--- src/rtl/clk_div_monitor_if.sv ---
// Result bus of the divided-clock monitor: the clock under test going in and the
// measurement outputs coming back.
interface clk_div_monitor_if #(
    parameter int W = 8
);
    logic         clk_div;
    logic [W-1:0] period;
    logic [W-1:0] high_time;
    logic         meas_valid;
    logic         duty_ok;
    logic         locked;
    logic         err_timeout;

    modport master (
        input  clk_div,
        output period, high_time, meas_valid, duty_ok, locked, err_timeout
    );

    modport slave (
        output clk_div,
        input  period, high_time, meas_valid, duty_ok, locked, err_timeout
    );
endinterface

--- src/rtl/clk_div_monitor.sv ---
// Measures period and high time of a divided clock sampled as data on clk_in, and
// reports measurement pulses, duty symmetry, frequency lock and loss of clock.
module clk_div_monitor #(
    parameter int W          = 8,
    parameter int LOCK_CNT   = 4,
    parameter int MAX_PERIOD = 255
) (
    input  logic              clk_in,
    input  logic              rst_n,
    clk_div_monitor_if.master mon
);

    localparam int MW = $clog2(LOCK_CNT + 1);
    localparam logic [W-1:0]  MAX_P    = W'(MAX_PERIOD);
    localparam logic [W-1:0]  ONE      = W'(1);
    localparam logic [MW-1:0] M_ONE    = MW'(1);
    localparam logic [MW-1:0] M_LOCK   = MW'(LOCK_CNT);
    localparam logic [W+1:0]  DIFF_ONE = (W+2)'(1);

    typedef enum logic [1:0] {
        ST_IDLE,
        ST_MEAS,
        ST_LOCK
    } state_t;

    state_t         state_q, state_d;
    logic           samp_q, samp_dly_q;
    logic [W-1:0]   cnt_q, cnt_d;
    logic [W-1:0]   hcnt_q, hcnt_d;
    logic [MW-1:0]  match_cnt_q, match_cnt_d;
    logic [W-1:0]   period_q, period_d;
    logic [W-1:0]   high_time_q, high_time_d;
    logic           meas_valid_q, meas_valid_d;
    logic           duty_ok_q, duty_ok_d;
    logic           locked_q, locked_d;
    logic           err_timeout_q, err_timeout_d;

    logic           rise;
    logic [W+1:0]   diff;
    logic [W+1:0]   diff_abs;
    logic           duty_calc;

    // Two-flop sample of the clock under test; a rise is one cycle after the first high sample.
    assign rise = samp_q & ~samp_dly_q;

    always_comb begin
        // NOTE: every combinational output gets a default first so no path leaves a latch.
        cnt_d  = cnt_q;
        hcnt_d = hcnt_q;
        if (rise) begin
            cnt_d  = ONE;
            hcnt_d = ONE;
        end else begin
            if (cnt_q != MAX_P) cnt_d = cnt_q + ONE;
            if (samp_q && hcnt_q != MAX_P) hcnt_d = hcnt_q + ONE;
        end
    end

    // Signed difference 2*high - period, widened by two bits so neither term overflows.
    always_comb begin
        diff      = {1'b0, hcnt_q, 1'b0} - {2'b00, cnt_q};
        diff_abs  = diff[W+1] ? (~diff + DIFF_ONE) : diff;
        duty_calc = (diff_abs <= DIFF_ONE);
    end

    always_comb begin
        state_d       = state_q;
        match_cnt_d   = match_cnt_q;
        period_d      = period_q;
        high_time_d   = high_time_q;
        meas_valid_d  = 1'b0;
        duty_ok_d     = duty_ok_q;
        locked_d      = locked_q;
        err_timeout_d = err_timeout_q;

        case (state_q)
            ST_IDLE: begin
                // The partial period before the first rise is discarded: arm only.
                if (rise) begin
                    state_d       = ST_MEAS;
                    err_timeout_d = 1'b0;
                    match_cnt_d   = '0;
                end
            end
            ST_MEAS, ST_LOCK: begin
                if (rise) begin
                    period_d     = cnt_q;
                    high_time_d  = hcnt_q;
                    duty_ok_d    = duty_calc;
                    meas_valid_d = 1'b1;
                    if (cnt_q == period_q) begin
                        if (match_cnt_q != M_LOCK) match_cnt_d = match_cnt_q + M_ONE;
                    end else begin
                        match_cnt_d = M_ONE;
                    end
                    if (match_cnt_d >= M_LOCK) begin
                        state_d  = ST_LOCK;
                        locked_d = 1'b1;
                    end else begin
                        state_d  = ST_MEAS;
                        locked_d = 1'b0;
                    end
                end else if (cnt_q == MAX_P) begin
                    state_d       = ST_IDLE;
                    err_timeout_d = 1'b1;
                    locked_d      = 1'b0;
                    match_cnt_d   = '0;
                end
            end
            default: state_d = ST_IDLE;
        endcase
    end

    // NOTE: sequential state uses non-blocking assignments so every flop sees pre-edge values.
    always_ff @(posedge clk_in or negedge rst_n) begin
        if (!rst_n) begin
            state_q       <= ST_IDLE;
            samp_q        <= 1'b0;
            samp_dly_q    <= 1'b0;
            cnt_q         <= '0;
            hcnt_q        <= '0;
            match_cnt_q   <= '0;
            period_q      <= '0;
            high_time_q   <= '0;
            meas_valid_q  <= 1'b0;
            duty_ok_q     <= 1'b0;
            locked_q      <= 1'b0;
            err_timeout_q <= 1'b0;
        end else begin
            state_q       <= state_d;
            samp_q        <= mon.clk_div;
            samp_dly_q    <= samp_q;
            cnt_q         <= cnt_d;
            hcnt_q        <= hcnt_d;
            match_cnt_q   <= match_cnt_d;
            period_q      <= period_d;
            high_time_q   <= high_time_d;
            meas_valid_q  <= meas_valid_d;
            duty_ok_q     <= duty_ok_d;
            locked_q      <= locked_d;
            err_timeout_q <= err_timeout_d;
        end
    end

    assign mon.period      = period_q;
    assign mon.high_time   = high_time_q;
    assign mon.meas_valid  = meas_valid_q;
    assign mon.duty_ok     = duty_ok_q;
    assign mon.locked      = locked_q;
    assign mon.err_timeout = err_timeout_q;

endmodule
--- src/flat_wrapper.sv ---
// flat-port wrapper written by rule: the top's interface ports become plain ports
module clk_div_monitor_flat 
#(
    parameter int W          = 8,
    parameter int LOCK_CNT   = 4,
    parameter int MAX_PERIOD = 255
)
  (clk_in, rst_n, mon_clk_div, mon_period, mon_high_time, mon_meas_valid, mon_duty_ok, mon_locked, mon_err_timeout);
  clk_div_monitor_if #(.W(W)) mon_i ();
  input  logic clk_in;
  input  logic rst_n;
  input wire logic [$bits(mon_i.clk_div)-1:0] mon_clk_div;
  output wire logic [$bits(mon_i.period)-1:0] mon_period;
  output wire logic [$bits(mon_i.high_time)-1:0] mon_high_time;
  output wire logic [$bits(mon_i.meas_valid)-1:0] mon_meas_valid;
  output wire logic [$bits(mon_i.duty_ok)-1:0] mon_duty_ok;
  output wire logic [$bits(mon_i.locked)-1:0] mon_locked;
  output wire logic [$bits(mon_i.err_timeout)-1:0] mon_err_timeout;
  assign mon_i.clk_div = mon_clk_div;
  assign mon_period = mon_i.period;
  assign mon_high_time = mon_i.high_time;
  assign mon_meas_valid = mon_i.meas_valid;
  assign mon_duty_ok = mon_i.duty_ok;
  assign mon_locked = mon_i.locked;
  assign mon_err_timeout = mon_i.err_timeout;
  clk_div_monitor #(.W(W), .LOCK_CNT(LOCK_CNT), .MAX_PERIOD(MAX_PERIOD)) u_core (.clk_in(clk_in), .rst_n(rst_n), .mon(mon_i));
endmodule
--- config.mk ---
export PLATFORM = sky130hd
export DESIGN_NAME = clk_div_monitor_flat
export DESIGN_NICKNAME = d
export VERILOG_FILES = /design/src/rtl/clk_div_monitor_if.sv /design/src/rtl/clk_div_monitor.sv /design/src/flat_wrapper.sv
export SDC_FILE = /design/constraint.sdc
export NUM_CORES = 1
export LEC_CHECK = 0
export CORE_MARGIN = 1.5
export CORE_UTILIZATION = 58
export CTS_CLUSTER_SIZE = 25
export DETAILED_ROUTE_END_ITERATION = 10
export PLACE_DENSITY_LB_ADDON = 0.3
export SYNTH_ARGS = -nofsm -noshare
export SYNTH_HDL_FRONTEND = slang
export SYNTH_SLANG_ARGS = --single-unit
--- constraint.sdc ---
create_clock -name clk_in -period 3.12 [get_ports clk_in]
set_clock_uncertainty 0.1 [all_clocks]
set_input_delay 0.468 -clock clk_in [delete_from_list [all_inputs] [get_ports clk_in]]
set_output_delay 0.468 -clock clk_in [all_outputs]
set_load 0.01 [all_outputs]
==> reports/metrics.yaml <==
vdd_drop_max_v: 0.0005680
p_leak_nw: 1.352
grt_pass1_vias: 1988
antenna_found_initial: 0
max_freq_mhz: 343.2
clk_pin_slew_ns: 0.09
cts_hold_repair.buffers: 0
maxSlewViolCount: 0
grt_pass1_wl_um: 9425
cts_resized: 0
dp_hpwl_um: 3891
drc: 0
routed-via-count: 2068
layout_worst_path_cycle_share_pct: 93.40
maxCapViolCount: 0
syn_area_per_cell_um2: 9.457
htree_levels: 2
worst_slew_pin_slew_ns: 0.9365
wl_per_cell_um: 15.01
synth_ff_type: "dfrtp_1"
final_util_pct: 68.75
syn2layout_area_growth_pct: 14.73
setup_slack_ns: 0.2060
fin_setup_tns_ns: 0
finalPower_mw: 2.696
route.met2.wl_um: 2540
wl_met3_um: 173
io_pins: 23
netlist-cell-type-count: 54
cp_max_fo: 6
worstSetupEndpointType: "flip-flop"
fin_nets: 316
start_util_pct: 59.92
setup_violations: 0
clock_path_buffers: 2
row_count: 24
tritoncts: "built"
top_layer_used: "met4"
grt_max_degree: 44
die-area_mm2: 0.004878
drtPass1Iterations: 4
clockRootBuffer: "clkbuf_8"
ys_warn_count: 0
fp.dieW_um: 69.84
drt_iter0_markers: 138
coreArea_mm2: 0.004324
powerDensity_mw_per_mm2: 906.8
viasPerCell: 5.892
clk_latency_ns: 0.29
die_y_um: 69.84
grt_use_total_pct: 23.71
seq_area_frac_synth_pct: 41.53
numCtsBuffers: 5
reg2reg_slack_ns: 0.21
hold_path.class: "input pin to asynchronous set/reset pin"
ys_ff_latch: 43
numPortBuffers: 22
path_class: "flip-flop to flip-flop"
drtAntennaViolNets: 0
syn_area_mm2: 0.002591
slew-limit-headroom_pct: 37.57
hold_viol: 0
post-route-min-period_ns: 2.914
cts_sinks: 43
async_flop_share_pct: 100.0
synth_cells: 274
cts_setup_buffers: 0
crit_arrival_ns: 3.03
synth_edf_count: 0
wirelength_met1_um: 2496
startpoint_type: "flip-flop"
syn_nets: 292
outcome: "finished, final reports clean"
drive_gt1_share_pct: 9.699
stdcell_area_mm2: 0.002973
gp_congestion: 0.8814
placed_cell_area_mm2: 0.002860
wirelength_um: 5269
required_ns: 3.23
preCtsSetupSlack_ns: 0.2378
rsz0062_at_grt: "false"
antennaDiodeCount: 0
grt_overflow: 0
## synthesized netlist by cell type (2+ instances only)
cell type  count  area share (%)
nor3_1         5            0.97
nand2_1       28             4.1
ha_1          14             6.8
a21oi_1        9             1.7
nand3_1        9             1.7
o21ai_0       16             3.1
nand4_1        3            0.72
nand3b_1       3            0.87
dfrtp_1       43              42
inv_1         19             2.8
a31oi_1        3            0.72
clkbuf_1       7             1.0
o2111ai_1      2            0.68
o21ai_1        3            0.58
xor2_1         5             1.7
and3_1         2            0.48
nor2b_1        3            0.72
a21o_1         4             1.2
a211oi_2       3             1.4
or4_1          2            0.58
a211oi_1       3            0.87
o21a_1         4             1.2
o22ai_1        2            0.48
nor2_1        25             3.6
a31o_1         2            0.68
nand2b_1       2            0.48
xnor2_1       18             6.1
mux2_2         8             3.5
or3_1          2            0.48
## through the flow
step / hold slack, ns / std cells
6_report: 0.2087 / 351
3_3_place_gp: 0.3390 / 343
4_1_cts: 0.2550 / 351
2_1_floorplan: 0.07241 / 274
5_1_grt: 0.3107 / 351
3_5_place_dp: 0.3482 / 343
## worst max-delay path: stages, from the launching register on
cell and delay [ns]:
dfrtp_1 0.48, inv_1 0.15, fa_1 0.43, a211oi_2 0.30
o21bai_1 0.12, a211oi_2 0.29, o21ai_1 0.15, or4_1 0.40
and4_1 0.19, o31ai_2 0.22
## cells in the final DEF (no fill, tap or decap), drive strengths merged, types with 2 or more instances in the layout
cell type,count
a2111oi,2
a211oi,6
a21o,4
a21oi,9
a31o,2
a31oi,3
and3,2
buf,3
clkbuf,5
clkdlybuf4s50,21
clkinv,2
dfrtp,43
ha,14
inv,19
mux2,8
nand2,28
nand2b,2
nand3,9
nand3b,3
nand4,4
nor2,25
nor2b,3
nor3,5
o2111ai,2
o21a,4
o21ai,19
o22ai,3
o31ai,2
or2,4
or3,2
or4,2
xnor2,18
xor2,6
## power by group
group	switching, mW	internal (mW)	total [mW]
Combinational	0.812	0.657	1.47
Clock	0.202	0.239	0.440
Sequential	0.119	0.667	0.787
## sequential cells by signal, summed over array words and instances, names as in the netlist
name and count:
u_core.hcnt_q 8, u_core.mon.high_time 8, u_core.cnt_q 8, u_core.match_cnt_q 3
u_core.mon.meas_valid 1, u_core.samp_dly_q 1, u_core.mon.err_timeout 1, u_core.state_q 2
u_core.mon.period 8, u_core.samp_q 1, u_core.mon.duty_ok 1, u_core.mon.locked 1
## cell families after synthesis
group	count (synthesis)	synth area share, %
and+or+nand+nor	92	17.09
xor gates and xnor gates	24	8.402
buffers and inverters	26	3.767
muxes	8	3.477
AOI/OAI and AO/OA	66	18.20
adders and majority gates	15	7.533
DFF	43	41.53
## final cells by class
cell class,instances,area (um2)
flip-flops and latches,43,1076
clock buffers,5,68.82
inverters,19,71.32
multi-input cells,205,1418
clock inverters,3,43.79
fillers,343,1351
repair buffers,24,230.2
well taps,52,65.06
## layer usage
metal	global-route usage, %	up-vias
met4	6.410	0
li1	-	1011
met5	0	-
met1	32.51	1011
met2	38.52	39
met3	4.797	7
## worst paths after layout
check,start,cells past startpoint,end
max,u_core.cnt_q[0],9,u_core.mon.duty_ok
min,rst_n,1,u_core.mon.duty_ok
max reg2reg,u_core.cnt_q[0],9,u_core.mon.duty_ok
min reg2reg,u_core.samp_q,0,u_core.samp_dly_q
max in group asynchronous,rst_n,1,u_core.hcnt_q[0]
min in group clk_in,u_core.samp_q,0,u_core.samp_dly_q
Power figures use the tool's default switching activity.
